<file path="src/rtl/uart_cmd_parser_if.sv">
// Byte-stream and payload-drain signal bundle for uart_cmd_parser.
// The slave modport is the parser's view and the master modport is the environment's view.
interface uart_cmd_parser_if;
  logic       i_rx_byte_rdy;
  logic [7:0] i_rx_byte;
  logic       o_frame_valid;
  logic [7:0] o_cmd;
  logic [7:0] o_len;
  logic [7:0] o_data;
  logic       o_data_valid;
  logic       i_data_ready;
  logic       o_err;
  logic [1:0] o_err_code;
  logic       o_overrun;
  logic       o_busy;

  modport slave (
    input  i_rx_byte_rdy, i_rx_byte, i_data_ready,
    output o_frame_valid, o_cmd, o_len, o_data, o_data_valid,
           o_err, o_err_code, o_overrun, o_busy
  );

  modport master (
    output i_rx_byte_rdy, i_rx_byte, i_data_ready,
    input  o_frame_valid, o_cmd, o_len, o_data, o_data_valid,
           o_err, o_err_code, o_overrun, o_busy
  );
endinterface

</file>
<file path="src/rtl/uart_cmd_parser.sv">
// Frame parser: SYNC, CMD, LEN, payload, XOR checksum. Accepted payloads are
// buffered and then drained through a valid/ready port, with an inter-byte timeout.
module uart_cmd_parser #(
  parameter logic [7:0] SYNC_BYTE    = 8'hA5,
  parameter int         MAX_LEN      = 16,
  parameter int         TIMEOUT_CLKS = 16384
) (
  input  logic             i_clk,
  input  logic             i_rst_n,
  uart_cmd_parser_if.slave bus
);
  localparam int             IW        = (MAX_LEN > 1) ? $clog2(MAX_LEN) : 1;
  localparam int             CW        = $clog2(TIMEOUT_CLKS) + 1;
  localparam logic [CW-1:0]  CNT_MAX   = CW'(TIMEOUT_CLKS - 1);
  localparam logic [7:0]     MAX_LEN_B = 8'(MAX_LEN);
  localparam logic [1:0]     ERR_CHK   = 2'b01;
  localparam logic [1:0]     ERR_LEN   = 2'b10;
  localparam logic [1:0]     ERR_TMO   = 2'b11;

  typedef enum logic [2:0] {
    S_IDLE    = 3'd0,
    S_CMD     = 3'd1,
    S_LEN     = 3'd2,
    S_PAYLOAD = 3'd3,
    S_CHK     = 3'd4,
    S_DRAIN   = 3'd5
  } state_t;

  function automatic logic [7:0] chk_step(input logic [7:0] acc, input logic [7:0] b);
    return acc ^ b;
  endfunction

  state_t        state_q, state_d;
  logic [CW-1:0] cnt_q, cnt_d;
  logic [7:0]    chk_q, chk_d, cmd_q, cmd_d, len_q, len_d;
  logic [IW-1:0] wr_idx_q, wr_idx_d, rd_idx_q, rd_idx_d, rd_inc_s;
  logic [7:0]    cmd_out_q, cmd_out_d, len_out_q, len_out_d, data_q, data_d;
  logic          frame_valid_q, frame_valid_d, data_valid_q, data_valid_d;
  logic          err_q, err_d, overrun_q, overrun_d, busy_q, busy_d;
  logic [1:0]    err_code_q, err_code_d;
  logic          mem_we_s;
  logic [7:0]    mem_q [MAX_LEN];

  assign rd_inc_s = rd_idx_q + IW'(1);

  // Next-state and output computation for the parse/drain FSM.
  always_comb begin
    state_d       = state_q;
    cnt_d         = cnt_q;
    chk_d         = chk_q;
    cmd_d         = cmd_q;
    len_d         = len_q;
    wr_idx_d      = wr_idx_q;
    rd_idx_d      = rd_idx_q;
    cmd_out_d     = cmd_out_q;
    len_out_d     = len_out_q;
    data_d        = data_q;
    data_valid_d  = data_valid_q;
    err_code_d    = err_code_q;
    frame_valid_d = 1'b0;
    err_d         = 1'b0;
    overrun_d     = 1'b0;
    mem_we_s      = 1'b0;

    case (state_q)
      S_IDLE: begin
        if (bus.i_rx_byte_rdy && (bus.i_rx_byte == SYNC_BYTE)) begin
          state_d = S_CMD;
          chk_d   = 8'h00;
        end else begin
          state_d = S_IDLE;
        end
      end
      S_CMD: begin
        if (bus.i_rx_byte_rdy) begin
          cmd_d   = bus.i_rx_byte;
          chk_d   = chk_step(chk_q, bus.i_rx_byte);
          state_d = S_LEN;
        end else begin
          state_d = S_CMD;
        end
      end
      S_LEN: begin
        if (bus.i_rx_byte_rdy) begin
          len_d = bus.i_rx_byte;
          chk_d = chk_step(chk_q, bus.i_rx_byte);
          if (bus.i_rx_byte > MAX_LEN_B) begin
            err_d      = 1'b1;
            err_code_d = ERR_LEN;
            state_d    = S_IDLE;
          end else if (bus.i_rx_byte == 8'h00) begin
            state_d = S_CHK;
          end else begin
            wr_idx_d = '0;
            state_d  = S_PAYLOAD;
          end
        end else begin
          state_d = S_LEN;
        end
      end
      S_PAYLOAD: begin
        if (bus.i_rx_byte_rdy) begin
          mem_we_s = 1'b1;
          chk_d    = chk_step(chk_q, bus.i_rx_byte);
          wr_idx_d = wr_idx_q + IW'(1);
          if (8'(wr_idx_q) == (len_q - 8'd1)) begin
            state_d = S_CHK;
          end else begin
            state_d = S_PAYLOAD;
          end
        end else begin
          state_d = S_PAYLOAD;
        end
      end
      S_CHK: begin
        if (bus.i_rx_byte_rdy) begin
          if (bus.i_rx_byte == chk_q) begin
            frame_valid_d = 1'b1;
            cmd_out_d     = cmd_q;
            len_out_d     = len_q;
            if (len_q != 8'h00) begin
              // First payload byte is presented together with the frame_valid pulse.
              state_d      = S_DRAIN;
              data_valid_d = 1'b1;
              data_d       = mem_q[{IW{1'b0}}];
              rd_idx_d     = '0;
            end else begin
              state_d = S_IDLE;
            end
          end else begin
            err_d      = 1'b1;
            err_code_d = ERR_CHK;
            state_d    = S_IDLE;
          end
        end else begin
          state_d = S_CHK;
        end
      end
      S_DRAIN: begin
        overrun_d = bus.i_rx_byte_rdy;
        if (data_valid_q && bus.i_data_ready) begin
          if (8'(rd_idx_q) == (len_q - 8'd1)) begin
            data_valid_d = 1'b0;
            state_d      = S_IDLE;
          end else begin
            rd_idx_d = rd_inc_s;
            data_d   = mem_q[rd_inc_s];
          end
        end else begin
          state_d = S_DRAIN;
        end
      end
      default: begin
        state_d      = S_IDLE;
        data_valid_d = 1'b0;
      end
    endcase

    // A byte strobe always wins over an expiring timeout.
    if ((state_q == S_CMD) || (state_q == S_LEN) ||
        (state_q == S_PAYLOAD) || (state_q == S_CHK)) begin
      if (bus.i_rx_byte_rdy) begin
        cnt_d = '0;
      end else if (cnt_q == CNT_MAX) begin
        cnt_d      = '0;
        err_d      = 1'b1;
        err_code_d = ERR_TMO;
        state_d    = S_IDLE;
      end else begin
        cnt_d = cnt_q + CW'(1);
      end
    end else begin
      cnt_d = '0;
    end

    busy_d = (state_d != S_IDLE);
  end

  // State and registered outputs.
  always_ff @(posedge i_clk or negedge i_rst_n) begin
    if (!i_rst_n) begin
      state_q       <= S_IDLE;
      cnt_q         <= '0;
      chk_q         <= 8'h00;
      cmd_q         <= 8'h00;
      len_q         <= 8'h00;
      wr_idx_q      <= '0;
      rd_idx_q      <= '0;
      cmd_out_q     <= 8'h00;
      len_out_q     <= 8'h00;
      data_q        <= 8'h00;
      data_valid_q  <= 1'b0;
      frame_valid_q <= 1'b0;
      err_q         <= 1'b0;
      err_code_q    <= 2'b00;
      overrun_q     <= 1'b0;
      busy_q        <= 1'b0;
    end else begin
      state_q       <= state_d;
      cnt_q         <= cnt_d;
      chk_q         <= chk_d;
      cmd_q         <= cmd_d;
      len_q         <= len_d;
      wr_idx_q      <= wr_idx_d;
      rd_idx_q      <= rd_idx_d;
      cmd_out_q     <= cmd_out_d;
      len_out_q     <= len_out_d;
      data_q        <= data_d;
      data_valid_q  <= data_valid_d;
      frame_valid_q <= frame_valid_d;
      err_q         <= err_d;
      err_code_q    <= err_code_d;
      overrun_q     <= overrun_d;
      busy_q        <= busy_d;
    end
  end

  // Payload storage; contents are meaningless outside an accepted frame, so no reset.
  always_ff @(posedge i_clk) begin
    if (mem_we_s) begin
      mem_q[wr_idx_q] <= bus.i_rx_byte;
    end
  end

  assign bus.o_frame_valid = frame_valid_q;
  assign bus.o_cmd         = cmd_out_q;
  assign bus.o_len         = len_out_q;
  assign bus.o_data        = data_q;
  assign bus.o_data_valid  = data_valid_q;
  assign bus.o_err         = err_q;
  assign bus.o_err_code    = err_code_q;
  assign bus.o_overrun     = overrun_q;
  assign bus.o_busy        = busy_q;
endmodule
</file>
<file path="src/flat_wrapper.sv">
// flat-port wrapper written by rule: the top's interface ports become plain ports
module uart_cmd_parser_flat 
#(
  parameter logic [7:0] SYNC_BYTE    = 8'hA5,
  parameter int         MAX_LEN      = 16,
  parameter int         TIMEOUT_CLKS = 16384
)
  (i_clk, i_rst_n, bus_i_rx_byte_rdy, bus_i_rx_byte, bus_i_data_ready, bus_o_frame_valid, bus_o_cmd, bus_o_len, bus_o_data, bus_o_data_valid, bus_o_err, bus_o_err_code, bus_o_overrun, bus_o_busy);
  uart_cmd_parser_if bus_i ();
  input  logic i_clk;
  input  logic i_rst_n;
  input wire logic [$bits(bus_i.i_rx_byte_rdy)-1:0] bus_i_rx_byte_rdy;
  input wire logic [$bits(bus_i.i_rx_byte)-1:0] bus_i_rx_byte;
  input wire logic [$bits(bus_i.i_data_ready)-1:0] bus_i_data_ready;
  output wire logic [$bits(bus_i.o_frame_valid)-1:0] bus_o_frame_valid;
  output wire logic [$bits(bus_i.o_cmd)-1:0] bus_o_cmd;
  output wire logic [$bits(bus_i.o_len)-1:0] bus_o_len;
  output wire logic [$bits(bus_i.o_data)-1:0] bus_o_data;
  output wire logic [$bits(bus_i.o_data_valid)-1:0] bus_o_data_valid;
  output wire logic [$bits(bus_i.o_err)-1:0] bus_o_err;
  output wire logic [$bits(bus_i.o_err_code)-1:0] bus_o_err_code;
  output wire logic [$bits(bus_i.o_overrun)-1:0] bus_o_overrun;
  output wire logic [$bits(bus_i.o_busy)-1:0] bus_o_busy;
  assign bus_i.i_rx_byte_rdy = bus_i_rx_byte_rdy;
  assign bus_i.i_rx_byte = bus_i_rx_byte;
  assign bus_i.i_data_ready = bus_i_data_ready;
  assign bus_o_frame_valid = bus_i.o_frame_valid;
  assign bus_o_cmd = bus_i.o_cmd;
  assign bus_o_len = bus_i.o_len;
  assign bus_o_data = bus_i.o_data;
  assign bus_o_data_valid = bus_i.o_data_valid;
  assign bus_o_err = bus_i.o_err;
  assign bus_o_err_code = bus_i.o_err_code;
  assign bus_o_overrun = bus_i.o_overrun;
  assign bus_o_busy = bus_i.o_busy;
  uart_cmd_parser #(.SYNC_BYTE(SYNC_BYTE), .MAX_LEN(MAX_LEN), .TIMEOUT_CLKS(TIMEOUT_CLKS)) u_core (.i_clk(i_clk), .i_rst_n(i_rst_n), .bus(bus_i));
endmodule
</file>
<file path="config.mk">
export PLATFORM = sky130hd
export DESIGN_NAME = uart_cmd_parser_flat
export DESIGN_NICKNAME = d
export VERILOG_FILES = /design/src/rtl/uart_cmd_parser_if.sv /design/src/rtl/uart_cmd_parser.sv /design/src/flat_wrapper.sv
export SDC_FILE = /design/constraint.sdc
export NUM_CORES = 1
export LEC_CHECK = 0
export CORE_UTILIZATION = 53
export DETAILED_ROUTE_END_ITERATION = 8
export GPL_ROUTABILITY_DRIVEN = 0
export GPL_TIMING_DRIVEN = 1
export PLACE_DENSITY_LB_ADDON = 0.1
export SYNTH_ARGS = -nofsm -noshare
export SYNTH_HDL_FRONTEND = slang
export SYNTH_SLANG_ARGS = --single-unit
</file>
<file path="constraint.sdc">
create_clock -name i_clk -period 2.15 [get_ports i_clk]
set_input_delay 0.215 -clock i_clk [delete_from_list [all_inputs] [get_ports i_clk]]
set_output_delay 0.215 -clock i_clk [all_outputs]
set_load 0.01 [all_outputs]
</file>
Yosys cells after proc, flatten, opt, wreduce, memory -nomap -nowiden --
Memory sizes are Yosys's and may differ from the RTL's. Cells that the tools add are included.
Word-level totals: bits in registers 81, bits in writable memories 128, input port bits 12, output and inout port bits 31, logic and storage cells 136, memories kept 1
Memory list:
- u_core.mem_q | depth 16, width 8, rd ports 2, clocked after memory_dff 0, write ports 1, RTL line uart_cmd_parser.sv:42 | logic [7:0] mem_q [MAX_LEN];
Operators by class: $add $sub $neg 4, $lt $le $gt $ge 1, equal/unequal tests 22, multiplexer cells 69, bitwise logic cells 2, reductions and logical operators 21
Operators by type and width (count):
- $mux 8 | 7
- $mux 15 | 3
- $mux 3 | 13
- $mux 4 | 9
- $pmux 8 s2 | 2
- $mux 1 | 21
- $pmux 3 s6 | 1
- $eq 4x8->1 | 2
- $mux 2 | 8
- $pmux 4 s2 | 2
- $add 15x1->15 const B | 1
- $eq 15x14->1 const B | 1
- $ne 2x1->1 const B | 6
- $ne 2x2->1 const B | 6
- $reduce_and 6->1 | 2
- $add 4x1->4 const B | 2
- $eq 8x8->1 | 1
- $eq 8x8->1 const B | 1
- $gt 8x5->1 const B | 1
- $logic_not 8->1 | 1
- $reduce_bool 8->1 | 1
- $sub 8x1->8 const B | 1
- $xor 8x8->8 | 1
- $eq 3x2->1 const B | 2
- other kinds (16) | 24

Longest topological paths before layout --
Gate-level depths: netlist of run 1.
word-level depth 9, depth in mapped cells 9, depth with buffers taken out 8

Least setup slack after synthesis of run 1 --
No wires, ideal clock.
path kind reg-to-reg, from register u_core.len_q[0], to register u_core.data_q[0], in the netlist u_core.bus.o_data[0], setup time 125 ps, arrival time 2177 ps, data required time 2025 ps, setup slack -152 ps, stages on the path, launching flop included 10, path buffers 1, clock period less this slack 2302 ps, cells stage by stage dfrtp_1 > inv_1 > ha_1 > xnor2_2 > xnor2_1 > nor4_1 > a31oi_1 > o21a_2 > buf_12 > mux2_4
On the way: cells in the longest elaborated chain, start to end 4, elaborated cells between the ends (all ways) 6, classes of those cells add/sub (1); eq/ne (3); reduce/logical (2)
Ends and longest elaborated chain:
- from (decl) | RTL line uart_cmd_parser.sv:35 | logic [7:0] chk_q, chk_d, cmd_q, cmd_d, len_q, len_d;
- from (signal assigned) | RTL line uart_cmd_parser.sv:203 | len_q <= len_d;
- $sub 8x1->8 | RTL line uart_cmd_parser.sv:142 | if (8'(rd_idx_q) == (len_q - 8'd1)) begin
- $eq 4x8->1 | RTL line uart_cmd_parser.sv:142
- $ne 2x2->1 (no source line)
- $reduce_and 6->1 (no source line) (*)
- to (signal assigned) | RTL line uart_cmd_parser.sv:208 | data_q <= data_d;
- to (decl) | RTL line uart_cmd_parser.sv:37 | logic [7:0] cmd_out_q, cmd_out_d, len_out_q, len_out_d, data_q, data_d;
Every way passes the cells marked *; elsewhere a longest branch is shown, timed or not. A chain may end at the register's enable or synchronous reset.

Worst setup path after layout of run 1 --
Same ends and word-level chain as after synthesis.

==> results of run 1 <==
-- cells in the mapped netlist, types with 2 or more instances --
master and number:
o21ai_0 41, nand4_1 6, mux4_2 32, nor2_1 47
mux2_2 22, buf_2 10, or4_1 3, nor4_2 2
nor4_1 6, nor2b_1 3, o211ai_1 2, dfrtp_1 81
and4_1 2, nand3_1 18, ha_1 8, or2_2 3
mux2_4 10, inv_1 12, xor2_1 21, nand2b_1 12
nand4b_1 2, a211oi_1 2, and3_1 3, a21oi_1 4
clkbuf_1 18, edfxtp_1 128, a21o_1 2, or3_1 2
nand2_1 103, xnor2_1 14, nor3_1 7
-- worst min-delay path by stage --
| stage | to | slack [ns] | start |
|---|---|---|---|
| 2_1_floorplan | u_core.bus.o_busy | -0.08 | i_rst_n |
| 3_3_place_gp | u_core.bus.o_data[4] | 0.27 | i_rst_n |
| 3_5_place_dp | u_core.bus.o_data[4] | 0.28 | i_rst_n |
| 4_1_cts | u_core.bus.o_data[0] | 0.29 | i_rst_n |
| 5_1_grt | u_core.bus.o_data[0] | 0.33 | i_rst_n |
| 6_report | u_core.bus.o_data[4] | 0.27 | i_rst_n |
-- registers in the layout (all words and copies together) (netlist names), 4 cells and up --
name	cells
u_core.mem_q	128
u_core.cnt_q	15
u_core.bus.o_cmd	8
u_core.bus.o_data	8
u_core.bus.o_len	8
u_core.chk_q	8
u_core.cmd_q	8
u_core.len_q	8
u_core.rd_idx_q	4
u_core.wr_idx_q	4
-- stage by stage --
stage,std cells,instance area (um2),util,TNS (ns)
after floorplan,652,9080,-,-0.811
after global placement,975,10400,0.624,-8.14
after detailed placement,975,10400,0.624,-9.60
after CTS,1018,11200,0.673,-1.59
after global routing,1019,11300,0.677,-2.25
final,1019,11300,0.677,-1.52
-- worst reg2reg max path, stage by stage (launching register included) --
cell and delay (ns):
dfrtp_1 0.40, or3_4 0.39, xnor2_2 0.14, nor4_2 0.29, buf_4 0.17, a31oi_4 0.08
o21a_4 0.23, clkbuf_16 0.17, mux2_4 0.30
-- metal layers --
| metal | share of wire | routed length, um | GRT usage |
|---|---|---|---|
| met5 | 0 | 0 | 0 |
| met4 | 0.031 | 652 | 0.0913 |
| met3 | 0.063 | 1320 | 0.0425 |
| met2 | 0.48 | 10100 | 0.410 |
| met1 | 0.42 | 8790 | 0.325 |
-- final cells by class --
type	instances	area, um2
Fill cell	1166	5370
Timing Repair Buffer	136	1220
Sequential cell	209	5870
Multi-Input combinational cell	401	3120
Tap cell	220	275
Inverter	13	48.8
Clock buffer	23	576
Clock inverter	17	161
-- what timing repair did --
item / in CTS / in global routing
gates resized for setup: 9 / 8
pin swaps: 6 / 4
endpoints found under the setup margin: 16 / 17
gates cloned: 0 / 1
hold buffers: 1 / 0
buffers inserted: 2 / 0
hold endpoints to repair: 42 / 0
-- power by group through the flow --
stage               logic [mW]  clock network [mW]  registers, mW
floorplan                0.564                   0           4.65
global placement          1.02                   0           4.66
detailed placement        1.06                   0           4.67
CTS                       1.17                3.90           4.60
global route              1.31                4.03           4.63
finish                    1.21                3.84           4.61
-- cells by family (layout without fill, tap and decap cells) --
| logic type | count (synthesis) | in the layout | share of synthesized area |
|---|---|---|---|
| multiplexers | 65 | 65 | 0.125 |
| XOR/XNOR | 36 | 36 | 0.0357 |
| buffers and inverters | 42 | 189 | 0.0206 |
| AO/OA/AOI/OAI | 65 | 65 | 0.0426 |
| adder cells (fa/ha/maj) | 8 | 8 | 0.0111 |
| flip-flops | 209 | 209 | 0.649 |
| AND/OR/NAND/NOR | 227 | 227 | 0.117 |
==> impl_metrics.env, run 1 <==
export IMPL_seq_area_frac_synth=0.649
export IMPL_comb_power_share=0.125
export IMPL_whs_ns=0.273
export IMPL_cap_violations=0
export IMPL_layout_commonest_cell="edfxtp_1"
export IMPL_cts_buffers=22
export IMPL_min_period_ns=2.30
export IMPL_drt_wl_total_um=20900
export IMPL_insertedDiodeCount=0
export IMPL_failed_checks="negative setup slack"
export IMPL_yosys_warnings=0
export IMPL_grt_max_degree=44
export IMPL_die_y_um=133
export IMPL_syn_area_um2=9050
export IMPL_final_cell_mix="edfxtp_1 (128), nand2_1 (103), buf_4 (86), dfrtp_1 (80), nor2_1 (47)"
export IMPL_cp_max_fo=6
export IMPL_wl_per_cell_um=20.5
export IMPL_path_class="register to register"
export IMPL_finalNetCount=803
export IMPL_crit_path_max_incr_delay_ns=0.40
export IMPL_cp_startpoint="u_core.len_q[0]"
export IMPL_dp_slack_ns=-0.441
export IMPL_p_seq_frac=0.477
export IMPL_cp_depth=8
export IMPL_dominantRegCellSynth="edfxtp_1"
export IMPL_port_buffers=42
export IMPL_worstSetupEndpointType="register"
export IMPL_clock_sinks=209
export IMPL_die_w_um=133
export IMPL_clk_latency_ns=0.50
export IMPL_viasPerCell=5.68
export IMPL_cp_arrival_ns=2.69
export IMPL_vias=5783
export IMPL_syn_area_per_cell_um2=13.9
export IMPL_synthArstFlopShare=0.388
export IMPL_synth_edf_count=128
export IMPL_hold_path_class="input pin to async pin"
export IMPL_synth_top_cell_by_area="edfxtp_1"
export IMPL_outcome="finished, violations left"
export IMPL_post_route_period_util=1.07
export IMPL_path_buf_inv=2
export IMPL_setup_slack_ns=-0.150
export IMPL_num_rows=47
export IMPL_fin_skew_ns=0.0156
export IMPL_drtPass1Iterations=5
export IMPL_endpoint="u_core.bus.o_data[0]"
export IMPL_drv_slew=0
export IMPL_critPathSlowestCell="dfrtp_1"
export IMPL_area_growth_pct=24.5
export IMPL_grt_pass1_vias=6031
export IMPL_p_leak_nw=4.39
export IMPL_drc_errors=0
export IMPL_synthDominantCellAreaShare=0.425
export IMPL_finalSetupViolCount=12
export IMPL_layout_drive_gt1_share=0.274
export IMPL_critPathLaunchType="register"
export IMPL_crit_required_ns=2.54
export IMPL_p_clk_frac=0.398
export IMPL_drtIter0Drc=339
export IMPL_clock_path_buffers=3
export IMPL_fmax_mhz=435
export IMPL_ys_seq_elements=209
export IMPL_htreeDepth=1
export IMPL_grt_pass1_wl_um=32800
export IMPL_syn_nets=672
export IMPL_ant_nets=0
export IMPL_slew_headroom=0.566
export IMPL_worstPathCellList="or3_4, xnor2_2, nor4_2, buf_4, a31oi_4, o21a_4, clkbuf_16, mux2_4"
export IMPL_r2r_end="u_core.bus.o_data[0]"
export IMPL_finalPower_mw=9.65
export IMPL_hpwl_um=13900
export IMPL_clk_pin_slew_ns=0.06
export IMPL_finalHoldViolCount=0
export IMPL_peakVddDrop_mv=0.549
export IMPL_core_area_um2=16600
export IMPL_synthCells=652
export IMPL_r2r_cells=8
export IMPL_cts_root_buf="clkbuf_16"
export IMPL_rsz0062_at_grt="true"
export IMPL_cts_tree="yes"
export IMPL_r2r_start="u_core.len_q[0]"
export IMPL_synthDistinctLibCells=57
export IMPL_p_sw_frac=0.235
export IMPL_dieArea_um2=17600
export IMPL_tightest_slew_ns=0.651
export IMPL_r2r_slack_ns=-0.15
export IMPL_critPathTopFamily="simple AND/OR/NAND/NOR gates"
export IMPL_ios=43
export IMPL_power_density_nw_per_um2=856
export IMPL_track_usage=0.246
export IMPL_synthTopCellsByArea="edfxtp_1 (42%), dfrtp_1 (22%), mux4_2 (8.0%), nand2_1 (4.3%), mux2_2 (2.7%)"
export IMPL_antenna_found_initial=0
export IMPL_intPower_mw=7.38
export IMPL_start_util=0.544
export IMPL_overflow=0
export IMPL_p_sw_mw=2.27
No activity file was read; power rests on OpenSTA's default activity.
==> run 2: changes to the inputs <==
--- a/config.mk
+++ b/config.mk
@@ -5,7 +5,7 @@
 export SDC_FILE = /design/constraint.sdc
 export NUM_CORES = 1
 export LEC_CHECK = 0
-export CORE_UTILIZATION = 53
+export CORE_UTILIZATION = 38
 export DETAILED_ROUTE_END_ITERATION = 8
 export GPL_ROUTABILITY_DRIVEN = 0
 export GPL_TIMING_DRIVEN = 1
==> run 2 against run 1 <==
  * The run still ends with negative setup slack left
  * Worst hold slack worse by 0.075 ns
  * Sequential power about the same
  * Die area is 39% higher
  * Largest cell class unchanged
==> impl_metrics.env, run 2 (synthesis results as in run 1) <==
export IMPL_final_cell_mix="edfxtp_1 (128), nand2_1 (103), buf_4 (95), dfrtp_1 (80), nor2_1 (47)"
export IMPL_failed_checks="negative setup slack"
export IMPL_drtPass1Iterations=4
export IMPL_clk_pin_slew_ns=0.06
export IMPL_min_period_ns=2.27
export IMPL_dp_cells=1084
export IMPL_setup_slack_ns=-0.116
export IMPL_r2r_slack_ns=-0.12
export IMPL_r2r_start="u_core.len_q[1]"
export IMPL_fin_area_um2=11600
export IMPL_cap_violations=0
export IMPL_start_util=0.387
export IMPL_largest_reg_flops=128
export IMPL_finalSetupViolCount=15
export IMPL_peakVddDrop_mv=0.557
export IMPL_r2r_cells=10
export IMPL_fin_skew_ns=0.0104
export IMPL_grt_max_degree=51
export IMPL_layout_drive_gt1_share=0.287
export IMPL_wl_per_cell_um=19.0
export IMPL_drt_wl_total_um=21500
export IMPL_rsz0062_at_grt="true"
export IMPL_port_buffers=42
export IMPL_r2r_end="u_core.bus.o_data[5]"
export IMPL_vias=5690
export IMPL_hpwl_um=14700
export IMPL_hold_path_class="input pin to async pin"
export IMPL_path_class="register to register"
export IMPL_finalHoldViolCount=0
export IMPL_die_w_um=156
export IMPL_layout_commonest_cell="edfxtp_1"
export IMPL_dp_slack_ns=-0.432
export IMPL_reg_largest_list="u_core.mem_q (128), u_core.cnt_q (15)"
export IMPL_cts_tree="yes"
export IMPL_outcome="finished, violations left"
export IMPL_worstPathCellList="inv_2, ha_4, xnor2_4, xnor2_1, nor4_2, buf_4, a31oi_4, o21a_4, buf_12, mux2_4"
export IMPL_cp_startpoint="u_core.len_q[1]"
export IMPL_htreeDepth=1
export IMPL_stdcell_count=1132
export IMPL_area_growth_pct=27.7
export IMPL_clk_latency_ns=0.51
export IMPL_core_area_um2=23400
export IMPL_viasPerCell=5.03
export IMPL_cts_buffers=23
export IMPL_drtIter0Drc=289
export IMPL_top_register="u_core.mem_q"
export IMPL_power_density_nw_per_um2=841
export IMPL_clock_sinks=209
export IMPL_dieArea_um2=24400
export IMPL_slew_headroom=0.677
export IMPL_finalPower_mw=9.71
export IMPL_overflow=0
export IMPL_endpoint="u_core.bus.o_data[5]"
export IMPL_finalNetCount=816
export IMPL_dpl_cell_area_um2=10600
export IMPL_critPathSlowestCell="dfrtp_1"
export IMPL_crit_path_max_incr_delay_ns=0.39
export IMPL_ant_nets=0
export IMPL_ios=43
export IMPL_insertedDiodeCount=0
export IMPL_fmax_mhz=441
export IMPL_clock_path_buffers=3
export IMPL_cp_max_fo=6
export IMPL_die_y_um=156
export IMPL_cp_arrival_ns=2.66
export IMPL_grt_pass1_wl_um=34300
export IMPL_drc_errors=0
export IMPL_cts_root_buf="clkbuf_16"
export IMPL_antenna_found_initial=0
export IMPL_num_rows=56
export IMPL_p_leak_nw=4.48
export IMPL_post_route_period_util=1.05
export IMPL_tightest_slew_ns=0.485
export IMPL_grt_pass1_vias=6041
export IMPL_track_usage=0.187
export IMPL_critPathLaunchType="register"
export IMPL_drv_slew=0
export IMPL_crit_required_ns=2.55
export IMPL_worstSetupEndpointType="register"
run 2: worst min-delay path by stage:
stage                     cells after the start    start  slack, ns                   end
final                                         2  i_rst_n       0.20  u_core.bus.o_data[6]
after global routing                          2  i_rst_n       0.24  u_core.bus.o_data[2]
after CTS                                     2  i_rst_n       0.20  u_core.bus.o_data[3]
after detailed placement                      1  i_rst_n       0.21  u_core.bus.o_data[6]
after global placement                        1  i_rst_n       0.19  u_core.bus.o_data[6]
after floorplan                               0  i_rst_n      -0.08     u_core.bus.o_busy
run 2: final cells by class:
type	instances	area, um2
fillers	2085	11800
multi-input cells	401	3120
clock buffers	25	583
repair buffers	148	1360
inverters	13	48.8
well taps	319	399
clock inverters	17	173
flip-flops and latches	209	5870
run 2: timing repair:
item / 4_1_cts / 5_1_grt
buffers inserted: 3 / 1
gates resized for setup: 13 / 5
hold endpoints to repair: 31 / 0
hold buffers: 1 / 0
setup endpoints to repair: 16 / 18
cloned: 1 / 0
pin swaps: 10 / 3
run 2: worst max-delay path, delay by kind of cell, from the launching register on:
kind	cells	cell delay (ns)
flops	1	0.39
buf+inv	3	0.39
compound gates	2	0.35
simple gates	1	0.29
mux	1	0.29
xor+xnor	2	0.26
fa+ha+maj	1	0.18
run 2: metal layers:
metal / GRT usage / up-vias / share of wire
met2: 0.321 / 92 / 0.49
met4: 0.0420 / 0 / 0.018
met5: 0 / - / 0
met3: 0.0277 / 30 / 0.036
met1: 0.250 / 2895 / 0.45
li1: - / 2673 / -
run 2: power breakdown:
group,internal [mW],switching (mW)
Sequential,4.44,0.152
Clock,2.33,1.58
Combinational,0.643,0.566
run 2: stage by stage:
| step | utilization | hold slack, ns | setup TNS (ns) |
|---|---|---|---|
| 3_3_place_gp | 0.454 | 0.194 | -10.71 |
| 3_5_place_dp | 0.454 | 0.206 | -11.87 |
| 6_report | 0.494 | 0.198 | -1.45 |
| 2_1_floorplan | - | -0.0806 | -0.811 |
| 4_1_cts | 0.492 | 0.203 | -1.55 |
| 5_1_grt | 0.494 | 0.238 | -3.20 |
